==> src/rtl/clkdiv_pkg.sv <==
// Shared types and constants for the clock divider bank.
package clkdiv_pkg;
    typedef enum logic [1:0] {
        IDLE  = 2'd0,
        RUN   = 2'd1,
        DRAIN = 2'd2
    } ch_state_e;

    localparam logic MODE_TOGGLE = 1'b0;
    localparam logic MODE_PULSE  = 1'b1;
endpackage

==> src/rtl/clkdiv_if.sv <==
// Control and output bundle between a bank controller and the divider bank.
interface clkdiv_if #(
    parameter int NUM_CH = 4,
    parameter int DIV_W  = 8
);
    logic [NUM_CH-1:0]       enable;
    logic [NUM_CH-1:0]       mode;
    logic [NUM_CH*DIV_W-1:0] div_value;
    logic [NUM_CH-1:0]       clk_out;
    logic [NUM_CH-1:0]       tick;
    logic [NUM_CH-1:0]       active;

    modport master (
        output enable, mode, div_value,
        input  clk_out, tick, active
    );

    modport slave (
        input  enable, mode, div_value,
        output clk_out, tick, active
    );
endinterface

==> src/rtl/clkdiv_channel.sv <==
// One divider channel: toggle (50% duty) or one-cycle pulse output, all outputs registered.
//   state | meaning
//   IDLE  | stopped, counter cleared, outputs low
//   RUN   | counting, output follows terminal events
//   DRAIN | toggle disabled while high: finish the high half-period, then stop
module clkdiv_channel
    import clkdiv_pkg::*;
#(
    parameter int DIV_W = 8
) (
    input  logic             clk,
    input  logic             reset,
    input  logic             enable,
    input  logic             mode,
    input  logic [DIV_W-1:0] div_value,
    output logic             clk_out,
    output logic             tick,
    output logic             active
);
    ch_state_e        state, state_nxt;
    logic [DIV_W-1:0] cnt, cnt_nxt;
    logic [DIV_W-1:0] div_sh, div_sh_nxt;
    logic             mode_q, mode_nxt;
    logic             clk_nxt;
    logic             term;

    always_ff @(posedge clk or posedge reset) begin
        if (reset) begin
            state   <= IDLE;
            cnt     <= '0;
            div_sh  <= '0;
            mode_q  <= MODE_TOGGLE;
            clk_out <= 1'b0;
            tick    <= 1'b0;
            active  <= 1'b0;
        end else begin
            state   <= state_nxt;
            cnt     <= cnt_nxt;
            div_sh  <= div_sh_nxt;
            mode_q  <= mode_nxt;
            clk_out <= clk_nxt;
            tick    <= clk_nxt & ~clk_out;
            active  <= (state_nxt != IDLE);
        end
    end

    always_comb begin
        state_nxt  = state;
        cnt_nxt    = cnt;
        div_sh_nxt = div_sh;
        mode_nxt   = mode_q;
        clk_nxt    = clk_out;
        term       = (cnt == div_sh);
        case (state)
            IDLE: begin
                cnt_nxt = '0;
                clk_nxt = 1'b0;
                if (enable) begin
                    state_nxt  = RUN;
                    div_sh_nxt = div_value;
                    mode_nxt   = mode;
                end
            end
            default: begin
                cnt_nxt = term ? '0 : cnt + DIV_W'(1);
                // divider updates only land on a terminal event, so no half-period is cut short
                if (term) div_sh_nxt = div_value;
                if (mode_q == MODE_PULSE) clk_nxt = term;
                else if (term)            clk_nxt = ~clk_out;
                if (enable) begin
                    state_nxt = RUN;
                end else if (mode_q == MODE_PULSE || !clk_out || term) begin
                    state_nxt = IDLE;
                    cnt_nxt   = '0;
                    clk_nxt   = 1'b0;
                end else begin
                    state_nxt = DRAIN;
                end
            end
        endcase
    end
endmodule

==> src/rtl/clkdiv_bank.sv <==
// Bank of NUM_CH independent clock dividers sharing one system clock.
module clkdiv_bank
    import clkdiv_pkg::*;
#(
    parameter int NUM_CH = 4,
    parameter int DIV_W  = 8
) (
    input  logic     clk,
    input  logic     reset,
    clkdiv_if.slave  bus
);
    logic [NUM_CH-1:0] clk_out_w;
    logic [NUM_CH-1:0] tick_w;
    logic [NUM_CH-1:0] active_w;

    for (genvar i = 0; i < NUM_CH; i++) begin : g_ch
        clkdiv_channel #(.DIV_W(DIV_W)) u_ch (
            .clk       (clk),
            .reset     (reset),
            .enable    (bus.enable[i]),
            .mode      (bus.mode[i]),
            .div_value (bus.div_value[i*DIV_W +: DIV_W]),
            .clk_out   (clk_out_w[i]),
            .tick      (tick_w[i]),
            .active    (active_w[i])
        );
    end

    assign bus.clk_out = clk_out_w;
    assign bus.tick    = tick_w;
    assign bus.active  = active_w;
endmodule

==> src/flat_wrapper.sv <==
// flat-port wrapper written by rule: the top's interface ports become plain ports
module clkdiv_bank_flat import clkdiv_pkg::*;
#(
    parameter int NUM_CH = 4,
    parameter int DIV_W  = 8
)
  (clk, reset, bus_enable, bus_mode, bus_div_value, bus_clk_out, bus_tick, bus_active);
  clkdiv_if #(.NUM_CH(NUM_CH), .DIV_W(DIV_W)) bus_i ();
  input  logic clk;
  input  logic reset;
  input wire logic [$bits(bus_i.enable)-1:0] bus_enable;
  input wire logic [$bits(bus_i.mode)-1:0] bus_mode;
  input wire logic [$bits(bus_i.div_value)-1:0] bus_div_value;
  output wire logic [$bits(bus_i.clk_out)-1:0] bus_clk_out;
  output wire logic [$bits(bus_i.tick)-1:0] bus_tick;
  output wire logic [$bits(bus_i.active)-1:0] bus_active;
  assign bus_i.enable = bus_enable;
  assign bus_i.mode = bus_mode;
  assign bus_i.div_value = bus_div_value;
  assign bus_clk_out = bus_i.clk_out;
  assign bus_tick = bus_i.tick;
  assign bus_active = bus_i.active;
  clkdiv_bank #(.NUM_CH(NUM_CH), .DIV_W(DIV_W)) u_core (.clk(clk), .reset(reset), .bus(bus_i));
endmodule
==> config.mk <==
export PLATFORM = sky130hd
export DESIGN_NAME = clkdiv_bank_flat
export DESIGN_NICKNAME = d
export VERILOG_FILES = /design/src/rtl/clkdiv_pkg.sv /design/src/rtl/clkdiv_if.sv /design/src/rtl/clkdiv_channel.sv /design/src/rtl/clkdiv_bank.sv /design/src/flat_wrapper.sv
export SDC_FILE = /design/constraint.sdc
export NUM_CORES = 1
export LEC_CHECK = 0
export ABC_AREA = 1
export CAP_MARGIN = 20
export CORE_AREA = 5 5 97 117
export DETAILED_ROUTE_END_ITERATION = 7
export DIE_AREA = 0 0 102 122
export GPL_ROUTABILITY_DRIVEN = 0
export GPL_TIMING_DRIVEN = 0
export HOLD_SLACK_MARGIN = 0.15
export MAX_ROUTING_LAYER = met4
export PLACE_DENSITY = 0.62
export SKIP_LAST_GASP = 1
export SYNTH_ARGS = -nofsm -noshare
export SYNTH_HDL_FRONTEND = slang
export SYNTH_SLANG_ARGS = --single-unit
==> constraint.sdc <==
create_clock -name clk -period 6.3 [get_ports clk]
set_input_delay 1.26 -clock clk [delete_from_list [all_inputs] [get_ports clk]]
set_output_delay 1.26 -clock clk [all_outputs]
set_load 0.02 [all_outputs]
==> flow_summary_export.csv, run 1 <==
group,metric,value,unit
status,run_status,"complete, no violations",
setup_path,worst-setup-path-type,"reg -> out",
final_layout,fin_util,0.525,
worst_hold_path,min_path_type,"reg -> reg",
final_layout,drive_gt1_frac,0.105,
global_route,antenna_found_initial,0,
synthesis,ys_types,22,
synthesis,seq_area_frac_synth,0.503,
timing,worst_slack,3.63,ns
synthesis,synthesis.area,4380,µm²
die,initial_core_util,0.429,
global_route,grt_max_degree,66,
final_layout,multi_input_area,1850,µm²
timing,worstMarginPinSlew,0.365,ns
timing,setup_violations,0,
timing,slew_viol_final,0,
clocking,cts_tree,"built",
clocking,root_buffer,"clkbuf_16",
timing,period_share,0.423,
final_layout,nets,624,
die,num_io_pins,54,
route,postRouteAntennaNets,0,
clocking,insertion_delay,0.33,ns
setup_path,endpoint_kind,"primary output",
synthesis,yosys-top-cells-area,"dfrtp_1, nand2_1, nand3_1, inv_1, nor2_1",
setup_path,cp.required,5.04,ns
route,firstDrtPassIters,4,
clocking,ctsResizeCount,0,
synthesis,syn_nets,559,
die,chipWidth,102,µm
die,rows,41,
place,pre_cts_ws,3.65,ns
pwr,powerDensity,237,nW/µm²
final_layout,antenna_cells,0,
place,dpl.hpwl,5.81,mm
route,via_per_inst,4.61,
final_layout,register_area,2200,µm²
route,routed_wl,7.82,mm
die,die_height,122,µm
clocking,clk_pin_slew,0.06,ns
timing,hold_viol_final,0,
global_route,grt_pass1_wl,13.9,mm
synthesis,yosysTopAreaCellShare,0.503,
setup_path,cp_data_arrival_time,1.41,ns
die,coreArea,10200,µm²
synthesis,synth_warnings,0,
timing,holdWs,0.449,ns
timing,clock_skew,0.00571,ns
synthesis,syn_area_per_cell,8.54,µm²
route,drcViolationCount,0,
synthesis,synth_largest_area_cell,"dfrtp_1",
synthesis,synth_seq_cells,88,
clocking,htreeDepth,3,
pwr,leakage,0.00262,µW
final_layout,final_cell_mix,"nand2_1, dfrtp_1, inv_1, clkdlybuf4s50_1, nor2_1",
pwr,power,1270,µW
place,io_buffers,53,
route,routedWlPerCell,11.0,µm
final_layout,num-fill-cells,978,
final_layout,mostFrequentLayoutCell,"nand2_1",
setup_path,r2r_setup_slack,4.89,ns
setup_path,path_max_fanout,3,
route,vias,3271,
timing,setup_tns,0,ns
die,die_area,12400,µm²
global_route,grt-ovfl-total,0,
setup_path,start_kind,"flip-flop",
clocking,cts_sinks,88,
global_route,grt_usage,0.144,
timing,relSlewSlack,0.756,
synthesis,syn_inst,513,
route,drtIter0Drc,109,
run,drv_cap,0,
timing,fmax,375,MHz
clocking,cts_buffers,9,
global_route,grt_pass1_vias,3249,
timing,min_period,2.67,ns
timing,grt_setup_unrepaired,"false",
clocking,postCtsHoldBufs,0,
final_layout,area_delta_synth_final,22.3,%
pwr,ir_drop,0.106,mV
clocking,post_cts_buffers,0,
clocking,cts.path.max_buffers,2,
## worst max-delay path, stage by stage (launching register included)
cell and delay, ns:
dfrtp_1 0.37, buf_4 0.11, clkdlybuf4s50_1 0.60
## final timing paths
path,start,endpoint,cells after the start
worst min register to register,u_core.g_ch[0].u_ch.clk_out$_DFF_PP0_,u_core.g_ch[0].u_ch.tick$_DFF_PP0_,1
worst max-delay path,u_core.g_ch[2].u_ch.clk_out$_DFF_PP0_,bus_clk_out[2],2
max in group asynchronous,reset,u_core.g_ch[3].u_ch.cnt[1]$_DFF_PP0_,3
min in group asynchronous,reset,u_core.g_ch[0].u_ch.div_sh[6]$_DFFE_PP0P_,2
worst max register to register,u_core.g_ch[0].u_ch.cnt[0]$_DFF_PP0_,u_core.g_ch[0].u_ch.div_sh[7]$_DFFE_PP0P_,10
worst min-delay path,u_core.g_ch[0].u_ch.clk_out$_DFF_PP0_,u_core.g_ch[0].u_ch.tick$_DFF_PP0_,1
## registers in the layout, summed over array words and instances (netlist names)
register	flops
u_core.g_ch.u_ch.clk_out	4
u_core.g_ch.u_ch.active	4
u_core.g_ch.u_ch.cnt	32
u_core.g_ch.u_ch.div_sh	32
u_core.g_ch.u_ch.state	8
u_core.g_ch.u_ch.tick	4
u_core.g_ch.u_ch.mode_q	4
## power breakdown
group          switching, µW  internal, µW  total, µW
logic                   96.5          78.3        175
clock network            195           273        468
registers               27.0           602        629
## per-stage QoR
| step | cell area [µm²] | std cells |
|---|---|---|
| 3_5_place_dp | 5100 | 696 |
| 2_1_floorplan | 4380 | 513 |
| 4_1_cts | 5360 | 710 |
| 5_1_grt | 5360 | 710 |
| 3_3_place_gp | 5070 | 695 |
| 6_report | 5360 | 710 |
## cell usage after synthesis (all sizes together)
cell type / count
xnor2: 20
o21ai: 7
nand2: 179
nor3: 4
xor2: 12
o211ai: 4
a31oi: 1
nand4: 4
a21oi: 5
nor2: 60
ha: 4
clkbuf: 4
dfrtp: 88
inv: 58
nand3: 51
buf: 12
## layer usage
metal	part of all wire	vias to the layer above	track usage
li1	-	1705	-
met1	0.45	1509	0.175
met2	0.50	50	0.235
met3	0.042	7	0.0332
met4	0.014	0	0.0517
met5	0	-	-
## cell type report
class / instances / area share
flip-flops and latches: 88 / 0.411
multi-input cells: 351 / 0.346
repair buffers: 54 / 0.104
clock buffers: 13 / 0.0467
inverters: 58 / 0.0411
well taps: 129 / 0.0301
plain buffers: 16 / 0.0196
clock inverters: 1 / 0.000934
## cells by family after synthesis
group / after synthesis / share of synthesized area
simple gates: 298 / 0.313
flops: 88 / 0.503
compound gates: 17 / 0.0346
fa+ha+maj: 4 / 0.0114
xor+xnor: 32 / 0.0640
buf+inv: 74 / 0.0737
Power figures use the tool's default switching activity.
==> run 2: changes to the inputs <==
Clock period 6.3 ns to 2.6 ns, I/O delays scaled along.
==> flow_summary_export.csv, run 2 (same netlist as run 1, synthesis figures left out) <==
group,metric,value,unit
status,run_status,"complete, no violations",
global_route,antenna_found_initial,0,
final_layout,final_cell_mix,"nand2_1, dfrtp_1, inv_1, clkdlybuf4s50_1, nor2_1",
timing,setup_violations,0,
worst_hold_path,hp-start,"u_core.g_ch[2].u_ch.clk_out$_DFF_PP0_",
die,initial_core_util,0.429,
clocking,cts_sinks,88,
run,drv_cap,0,
route,routedWlPerCell,11.0,µm
worst_hold_path,holdPathStages,1,
final_layout,top_regs,"u_core.g_ch.u_ch.cnt x32, u_core.g_ch.u_ch.div_sh x32, u_core.g_ch.u_ch.state x8",
final_layout,area_delta_synth_final,24.1,%
route,firstDrtPassIters,4,
clocking,root_buffer,"clkbuf_16",
place,placed_area,5110,µm²
die,die_height,122,µm
die,chipWidth,102,µm
die,die_area,12400,µm²
clocking,clk_pin_slew,0.06,ns
route,drcViolationCount,0,
timing,slew_viol_final,0,
route,routed_wl,7.87,mm
final_layout,drive_gt1_frac,0.113,
setup_path,r2r_end,"u_core.g_ch[0].u_ch.div_sh[7]$_DFFE_PP0P_",
clocking,cts_tree,"built",
setup_path,cp.required,2.08,ns
worst_hold_path,min_path_type,"reg -> reg",
die,num_io_pins,54,
timing,period_share,0.740,
setup_path,endpoint_kind,"primary output",
timing,grt_setup_unrepaired,"false",
place,dpl.hpwl,5.94,mm
setup_path,r2r.worst_path.cells,8,
final_layout,nets,625,
pwr,power,3300,µW
setup_path,start_kind,"flip-flop",
setup_path,r2r_setup_slack,1.20,ns
place,io_buffers,53,
clocking,ctsResizeCount,0,
route,drtIter0Drc,89,
clocking,postCtsHoldBufs,0,
timing,relSlewSlack,0.453,
global_route,grt-ovfl-total,0,
global_route,grt_max_degree,38,
route,via_per_inst,4.60,
route,top_layer,"met4",
final_layout,final_cell_area,5430,µm²
route,m1WireLength,3.59,mm
pwr,ir_drop,0.316,mV
setup_path,path_max_fanout,3,
timing,setup_tns,0,ns
setup_path,cp_data_arrival_time,1.40,ns
global_route,grt_pass1_wl,13.9,mm
route,postRouteAntennaNets,0,
pwr,powerDensity,607,nW/µm²
route,vias,3278,
setup_path,worst-setup-path-type,"reg -> out",
global_route,grt_usage,0.143,
route,wl_met2,3.88,mm
final_layout,mostFrequentLayoutCell,"nand2_1",
worst_hold_path,whs_endpoint,"u_core.g_ch[2].u_ch.tick$_DFF_PP0_",
die,coreArea,10200,µm²
timing,min_period,1.92,ns
timing,clock_skew,0.00561,ns
global_route,grt_pass1_vias,3255,
clocking,cts_buffers,9,
timing,hold_viol_final,0,
route,wl_met3,240,µm
clocking,cts.path.max_buffers,2,
final_layout,antenna_cells,0,
pwr,leakage,0.00266,µW
die,rows,41,
clocking,insertion_delay,0.33,ns
setup_path,timing.rr.start,"u_core.g_ch[0].u_ch.cnt[2]$_DFF_PP0_",
clocking,htreeDepth,3,
clocking,post_cts_buffers,0,
timing,fmax,520,MHz
timing,worstMarginPinSlew,0.819,ns
==> run 2: cell type report <==
class	instances	area, µm²
clock inverter	2	35.0
tap	129	161
buffer	16	105
multi-input combinational	351	1850
sequential	88	2200
timing repair buffer	55	571
clock buffer	14	284
inverter	58	221
fill	957	4770
==> run 2: worst max-delay path by stage <==
stage                                               start                                   endpoint  slack (ns)
floorplan                                           reset       u_core.g_ch[0].u_ch.active$_DFF_PP0_        1.06
global placement                                    reset         u_core.g_ch[3].u_ch.tick$_DFF_PP0_        0.07
detailed placement                                  reset  u_core.g_ch[3].u_ch.div_sh[7]$_DFFE_PP0P_        0.69
CTS                 u_core.g_ch[2].u_ch.clk_out$_DFF_PP0_                             bus_clk_out[2]        0.64
global route        u_core.g_ch[3].u_ch.clk_out$_DFF_PP0_                             bus_clk_out[3]        0.62
finish              u_core.g_ch[2].u_ch.clk_out$_DFF_PP0_                             bus_clk_out[2]        0.68
==> run 2: worst max-delay path: stages, from the launching register on <==
cell and delay [ns]:
dfrtp_1 0.37, buf_4 0.12, clkdlybuf4s50_1 0.59
==> run 2: metrics by stage <==
stage / setup slack [ns] / util / hold WS [ns] / cells
after floorplan: 1.06 / - / 0.422 / 513
after global placement: 0.0673 / 0.497 / 0.442 / 695
after detailed placement: 0.686 / 0.501 / 0.448 / 697
after CTS: 0.641 / 0.532 / 0.460 / 713
after global routing: 0.621 / 0.532 / 0.470 / 713
final: 0.676 / 0.532 / 0.457 / 713
==> run 2: metal layers <==
metal / GRT usage / up-vias
met5: - / -
met4: 0.0640 / 0
met3: 0.0212 / 13
met2: 0.238 / 44
met1: 0.170 / 1505
li1: - / 1716
==> run 2: power breakdown <==
| part | leakage [µW] | switching [µW] | internal, µW |
|---|---|---|---|
| logic | 0.00136 | 235 | 191 |
| clock network | 0.000159 | 501 | 848 |
| registers | 0.00114 | 65.9 | 1460 |
| total | 0.00266 | 802 | 2500 |
